**src/rtl/cl_sde_pkg.sv**
```systemverilog
// ---------------------------------------------------------------------------
// cl_sde_pkg
// Shared definitions for the SDE output path:
//   - bus geometry of the SDE output AXI-Stream (data / keep widths)
//   - geometry of one CNN class result
//   - field layout of ots_user
//   - sde_keep_mask(): byte-enable vector for a given number of filled slots
// ---------------------------------------------------------------------------
package cl_sde_pkg;

    localparam int SDE_OTS_W       = 512;
    localparam int SDE_OTS_KEEP_W  = 64;
    localparam int SDE_CLASS_W     = 160;
    localparam int SDE_CLASS_BYTES = 20;

    // ots_user layout, MSB first: [63:32] seq, [31:16] beat, [15:2] rsvd, [1:0] slots
    typedef struct packed {
        logic [31:0] seq;
        logic [15:0] beat;
        logic [13:0] rsvd;
        logic [1:0]  slots;
    } sde_ots_user_t;

    // Low (slots * slot_bytes) bits set; built bit by bit so a full 64-byte
    // beat does not need an out-of-range shift.
    function automatic logic [SDE_OTS_KEEP_W-1:0] sde_keep_mask(
        input int unsigned slots,
        input int unsigned slot_bytes = SDE_CLASS_BYTES
    );
        logic [SDE_OTS_KEEP_W-1:0] mask;
        mask = '0;
        for (int unsigned i = 0; i < SDE_OTS_KEEP_W; i++) begin
            mask[i] = (i < slots * slot_bytes);
        end
        return mask;
    endfunction

endpackage

```
**src/rtl/cl_sde_idle_timer.sv**
```systemverilog
// ---------------------------------------------------------------------------
// cl_sde_idle_timer
// Counts idle cycles while a partially filled staging buffer waits for more
// results. Emits a one-cycle expire pulse in the cycle the count sits at
// IDLE_TO-1 while still enabled; the counter restarts from 0 afterwards.
// Ports:
//   clk, rst  - clock, asynchronous active-high reset
//   en        - count this cycle (partial buffer, nothing accepted)
//   clr       - restart from 0 (result accepted, or buffer empty); wins over en
//   expire    - combinational pulse, count reached IDLE_TO-1 while enabled
// ---------------------------------------------------------------------------
module cl_sde_idle_timer #(
    parameter int IDLE_TO = 1024
) (
    input  logic clk,
    input  logic rst,
    input  logic en,
    input  logic clr,
    output logic expire
);

    localparam logic [15:0] LIMIT = 16'(IDLE_TO - 1);

    logic [15:0] idle;

    assign expire = en && !clr && (idle == LIMIT);

    always_ff @(posedge clk or posedge rst) begin
        if (rst) begin
            idle <= '0;
        end else if (clr || expire) begin
            idle <= '0;
        end else if (en) begin
            idle <= idle + 16'd1;
        end
    end

endmodule

```
**src/rtl/cl_sde_class_packer.sv**
```systemverilog
// ---------------------------------------------------------------------------
// cl_sde_class_packer
// Packs CNN class results (RES_W bits each) into 512-bit SDE output beats,
// RES_PER_BEAT results per beat, and frames them into packets of PKT_RES
// results. A partially filled buffer is flushed as a packet end after
// IDLE_TO idle cycles so results never get stuck.
// Ports:
//   clk, rst                  - clock, asynchronous active-high reset
//   res_valid/res_data/res_ready - input result stream
//   ots_valid/ots_data/ots_keep/ots_user/ots_last/ots_ready
//                             - output AXI-Stream; ots_user = {seq, beat, 0, slots}
//   pkt_cnt                   - packets completed (last beat accepted)
// ---------------------------------------------------------------------------
module cl_sde_class_packer
    import cl_sde_pkg::*;
#(
    parameter int RES_W        = SDE_CLASS_W,
    parameter int RES_PER_BEAT = 3,
    parameter int PKT_RES      = 16,
    parameter int IDLE_TO      = 1024
) (
    input  logic                      clk,
    input  logic                      rst,
    input  logic                      res_valid,
    input  logic [RES_W-1:0]          res_data,
    output logic                      res_ready,
    output logic                      ots_valid,
    output logic [SDE_OTS_W-1:0]      ots_data,
    output logic [SDE_OTS_KEEP_W-1:0] ots_keep,
    output logic [63:0]               ots_user,
    output logic                      ots_last,
    input  logic                      ots_ready,
    output logic [31:0]               pkt_cnt
);

    localparam int          SLOT_W    = $clog2(RES_PER_BEAT + 1);
    localparam int          RCNT_W    = $clog2(PKT_RES + 1);
    localparam int          ACC_W     = RES_PER_BEAT * RES_W;
    localparam int unsigned RES_BYTES = RES_W / 8;

    localparam logic [SLOT_W-1:0] SLOT_FULL = SLOT_W'(RES_PER_BEAT);
    localparam logic [RCNT_W-1:0] RCNT_FULL = RCNT_W'(PKT_RES);

    // Staging buffer
    logic [ACC_W-1:0]  acc;
    logic [SLOT_W-1:0] slot;
    logic              acc_done;
    logic              acc_last;
    logic [RCNT_W-1:0] rcnt;
    logic              run;

    // Packet framing
    logic [15:0]   beat_idx;
    logic [31:0]   seq_num;
    logic [15:0]   beat_idx_nxt;
    logic [31:0]   seq_nxt;
    sde_ots_user_t user_next;

    logic              accept;
    logic              out_accept;
    logic              move;
    logic              idle_expire;
    logic [SLOT_W-1:0] slot_inc;
    logic [RCNT_W-1:0] rcnt_inc;

    // NOTE: res_ready comes from a flop released one edge after reset so the
    // upstream never sees ready during the reset-release edge.
    assign res_ready  = run && !acc_done;
    assign accept     = res_valid && res_ready;
    assign out_accept = ots_valid && ots_ready;
    assign move       = acc_done && (!ots_valid || ots_ready);
    assign slot_inc   = slot + 1'b1;
    assign rcnt_inc   = rcnt + 1'b1;

    cl_sde_idle_timer #(
        .IDLE_TO (IDLE_TO)
    ) u_idle_timer (
        .clk    (clk),
        .rst    (rst),
        .en     ((slot != '0) && !acc_done && !accept),
        .clr    (accept || (slot == '0)),
        .expire (idle_expire)
    );

    // The beat loaded by a move must carry the framing that applies after a
    // beat accepted on the same edge, hence the look-ahead values.
    always_comb begin
        // NOTE: every always_comb output gets a default first; a missed branch
        // would otherwise infer a latch.
        beat_idx_nxt = beat_idx;
        seq_nxt      = seq_num;
        if (out_accept) begin
            if (ots_last) begin
                beat_idx_nxt = '0;
                seq_nxt      = seq_num + 32'd1;
            end else begin
                beat_idx_nxt = beat_idx + 16'd1;
            end
        end
        user_next.seq   = seq_nxt;
        user_next.beat  = beat_idx_nxt;
        user_next.rsvd  = '0;
        user_next.slots = 2'(slot);
    end

    // Staging buffer. accept requires !acc_done and move requires acc_done, so
    // the two never coincide; the idle flush only fires on a non-accept cycle.
    always_ff @(posedge clk or posedge rst) begin
        // NOTE: the staging data is reset too, so a mid-operation reset
        // discards staged results instead of leaking them into a later beat.
        if (rst) begin
            run      <= 1'b0;
            acc      <= '0;
            slot     <= '0;
            acc_done <= 1'b0;
            acc_last <= 1'b0;
            rcnt     <= '0;
        end else begin
            // NOTE: sequential state uses non-blocking assignments only, so
            // every flop samples pre-edge values regardless of block order.
            run <= 1'b1;
            if (move) begin
                acc      <= '0;
                slot     <= '0;
                acc_done <= 1'b0;
                acc_last <= 1'b0;
            end else if (accept) begin
                for (int k = 0; k < RES_PER_BEAT; k++) begin
                    if (slot == SLOT_W'(k)) begin
                        acc[k*RES_W +: RES_W] <= res_data;
                    end
                end
                slot <= slot_inc;
                if (rcnt_inc == RCNT_FULL) begin
                    acc_done <= 1'b1;
                    acc_last <= 1'b1;
                    rcnt     <= '0;
                end else begin
                    rcnt <= rcnt_inc;
                    if (slot_inc == SLOT_FULL) begin
                        acc_done <= 1'b1;
                    end
                end
            end else if (idle_expire) begin
                // Forced packet end for a stalled partial buffer
                acc_done <= 1'b1;
                acc_last <= 1'b1;
                rcnt     <= '0;
            end
        end
    end

    // Output register and packet counters
    always_ff @(posedge clk or posedge rst) begin
        if (rst) begin
            ots_valid <= 1'b0;
            ots_data  <= '0;
            ots_keep  <= '0;
            ots_user  <= '0;
            ots_last  <= 1'b0;
            beat_idx  <= '0;
            seq_num   <= '0;
            pkt_cnt   <= '0;
        end else begin
            if (move) begin
                ots_valid <= 1'b1;
                ots_data  <= SDE_OTS_W'(acc);
                ots_keep  <= sde_keep_mask(32'(slot), RES_BYTES);
                ots_user  <= user_next;
                ots_last  <= acc_last;
            end else if (out_accept) begin
                ots_valid <= 1'b0;
            end
            beat_idx <= beat_idx_nxt;
            seq_num  <= seq_nxt;
            if (out_accept && ots_last) begin
                pkt_cnt <= pkt_cnt + 32'd1;
            end
        end
    end

endmodule

```
**config.mk**
```make
export PLATFORM = sky130hd
export DESIGN_NAME = cl_sde_class_packer
export DESIGN_NICKNAME = d
export VERILOG_FILES = /design/src/rtl/cl_sde_pkg.sv /design/src/rtl/cl_sde_idle_timer.sv /design/src/rtl/cl_sde_class_packer.sv
export SDC_FILE = /design/constraint.sdc
export NUM_CORES = 2
export LEC_CHECK = 0
export ABC_AREA = 1
export ABC_CLOCK_PERIOD_IN_PS = 98700
export CAP_MARGIN = 10
export CORE_MARGIN = 2
export CORE_UTILIZATION = 34
export DETAILED_ROUTE_END_ITERATION = 8
export MAX_ROUTING_LAYER = met4
export PLACE_DENSITY = 0.61
export REMOVE_ABC_BUFFERS = 1
export SLEW_MARGIN = 10
export SYNTH_ARGS = -nofsm -noshare
export SYNTH_HDL_FRONTEND = slang
export SYNTH_HIERARCHICAL = 1
export SYNTH_SLANG_ARGS = --single-unit
```
**constraint.sdc**
```tcl
create_clock -name clk -period 98.7 [get_ports clk]
set_clock_uncertainty 0.1 [all_clocks]
set_input_delay 24.675 -clock clk [delete_from_list [all_inputs] [get_ports clk]]
set_output_delay 24.675 -clock clk [all_outputs]
set_load 0.03 [all_outputs]
```
==> impl_metrics.yaml <==
status:
  status: "complete, no violations"
layout:
  syn_to_final_growth_pct: 27.6
  final_cells: 7600
  final_net_count: 5910
  drive_gt1_frac: 0.0477
critical_path:
  r2r_slack_ps: 92800
  critical_path_required_ps: 99160
  cp_data_arrival_time_ps: 30410
  r2r_cells: 8
  path_class: "in -> reg"
  endpoint_kind: "flip-flop"
  reg2reg_from: "ots_valid"
  reg2reg_to: "ots_data[412]"
  worst_setup_path_start_kind: "input port"
  crit_fanout: 117
grt:
  grt_max_degree: 178
  grt_first_pass_wirelength_um: 195000
  globalRouteOverflowTotal: 0
  track_usage: 0.184
  first_global_vias: 33900
  grt_antenna_before_repair: 1
logic_synthesis:
  netlist.area_leader.share: 0.615
  synthArstFlopShare: 1.00
  synth.distinct_cells: 41
  synth_most_common_cell: "nand2_1"
  synthCells: 5090
  postSynthAreaPerCell_um2: 9.00
  synth_edf_count: 0
  ys_ff_latch: 1125
  synth_area_um2: 45800
  yosysTopAreaCell: "dfrtp_1"
  synth_common_cells: "nand2_1 (1331), dfrtp_1 (1125), o21ai_0 (974)"
  ys.warnings.count: 6
  synthTopCellsByArea: "dfrtp_1 (61%), nand2_1 (11%), o21ai_0 (11%)"
  synth_ff_type: "dfrtp_1"
  synth_seq_area_share: 0.615
power:
  cellLeakagePower_nw: 27.4
  irDropWorstVdd_uv: 23.6
  clockPowerShare: 0.228
  powerDensity_nw_per_um2: 33.9
  p_int_mw: 1.17
  pwr-share-seq: 0.372
  p_comb_frac: 0.399
  p_switching_uw: 808
  totalPowerFinal_mw: 1.98
  swShare: 0.408
job:
  maxCapViolCount: 0
die:
  dieWidth_um: 371
  std_cell_rows: 134
  dieHeight_um: 371
  ios: 839
  coreArea_um2: 134000
  die-area_um2: 138000
  start_util: 0.343
timing:
  slew-limit-headroom: 0.297
  rsz0062_at_grt: "no"
  min_period_ps: 29950
  fin_crit_sh: 0.303
  slew_violations: 0
  hold_viol: 0
  final.setup.tns_ps: 0
  fmax_mhz: 33.4
  worstMarginPinSlew_ps: 1060
  setup_viol: 0
clock_network:
  cts_tree: "built"
  cts-root-buf: "clkbuf_16"
  hold_buffers: 0
  postCtsSetupBuffers: 0
  numCtsBuffers: 117
  worstSkewPairLatency_ps: 730
  post_cts_resized: 0
  cts.sinks: 1125
  cts_buffer_depth: 3
  htreeDepth: 3
  clk_pin_slew_ps: 60
drt:
  detail-route-antenna-nets: 0
  vias: 34500
  drtIter0Drc: 2646
  viasPerCell: 4.53
  wl_um: 125000
  dr.pass1.iters: 5
  route.detailed.drc: 0
  wl_per_cell_um: 16.4
place:
  portBuffers: 788
  place_hpwl_um: 85100
  placed_cells: 7383
  gp_congestion: 0.846
worst_hold_path:
  hold_end: "ots_data[70]"
  hp-class: "reg -> reg"
  hold_start: "ots_data[70]"
  hold_depth: 2
[power groups by stage]
stage,Sequential [mW],Clock [mW],Combinational [mW]
floorplan,0.916,0,0.360
global placement,0.745,0,0.784
detailed placement,0.747,0,0.797
CTS,0.741,0.465,0.802
global route,0.756,0.484,0.871
finish,0.738,0.453,0.791
[critical path: stages]
cell and delay [ps]:
clkdlybuf4s50_1 460, inv_1 70, nand2_1 90, nand2_4 660, buf_4 960, buf_4 640, buf_4 780, buf_4 710
buf_4 880, o21ai_0 200
[per-layer routing]
layer	vias up	wire, µm	global-route usage
met5	-	0	-
met3	197	7030	0.0381
met2	828	59700	0.294
li1	16800	-	-
met1	16600	54600	0.237
met4	0	3410	0.0523
[placed cells by master, fill, tap and decap left out, types with 12 or more instances in the layout]
| master | n |
|---|---|
| o21ai_1 | 22 |
| o21ai_0 | 974 |
| clkinv_2 | 23 |
| nand4_1 | 19 |
| clkdlybuf4s50_1 | 788 |
| nand2_1 | 1330 |
| nand3_1 | 71 |
| inv_1 | 759 |
| xor2_1 | 29 |
| nor2_1 | 277 |
| buf_4 | 39 |
| xnor2_1 | 15 |
| clkbuf_16 | 118 |
| dfrtp_1 | 1125 |
| clkbuf_1 | 28 |
| conb_1 | 51 |
| nor3_1 | 13 |
| ha_1 | 12 |
| clkbuf_8 | 28 |
| nor2_2 | 17 |
[cell type report]
type | instances | area [µm²]
antenna | 1 | 2.50
clock buffer | 174 | 3440
clock inverter | 42 | 568
fill | 12900 | 75200
inverter | 764 | 2880
multi-input combinational | 2898 | 13000
sequential | 1125 | 28200
tap | 1768 | 2210
timing repair buffer | 828 | 8200
[logic make-up after synthesis]
family / count (synthesis) / share of synthesized area
buffers and inverters: 1116 / 0.107
AOI/OAI and AO/OA: 1015 / 0.112
xor gates and xnor gates: 44 / 0.00841
adders and majority gates: 12 / 0.00328
muxes: 1 / 0.000219
DFF: 1125 / 0.615
other: 2 / 0.000164
and+or+nand+nor: 1775 / 0.154
[through the flow]
stage	worst slack, ps	area (µm²)	hold WS [ps]	util
after floorplan	35950	43900	352	-
after global placement	68210	54400	365	0.407
after detailed placement	68080	54400	366	0.407
after CTS	68860	58400	387	0.437
after global routing	68220	58400	394	0.437
final	68750	58400	380	0.437
[worst max path at each step]
stage,from,to,slack (ps),depth (start not counted)
6_report,ots_ready,ots_data[412],68750,10
5_1_grt,ots_ready,ots_data[412],68220,10
4_1_cts,ots_ready,ots_data[222],68860,10
3_5_place_dp,ots_ready,ots_data[412],68080,10
3_3_place_gp,ots_ready,ots_data[240],68210,10
2_1_floorplan,ots_ready,acc[0],35950,5
[flip-flops by register name, indices dropped and copies added, names as in the netlist]
name               flops
acc                  480
acc_done               1
acc_last               1
beat_idx              16
ots_data             480
ots_keep               8
ots_last               1
ots_user              49
ots_valid              1
pkt_cnt               32
rcnt                   5
run                    1
seq_num               32
slot                   2
u_idle_timer/idle     16
Power figures use the tool's default switching activity.
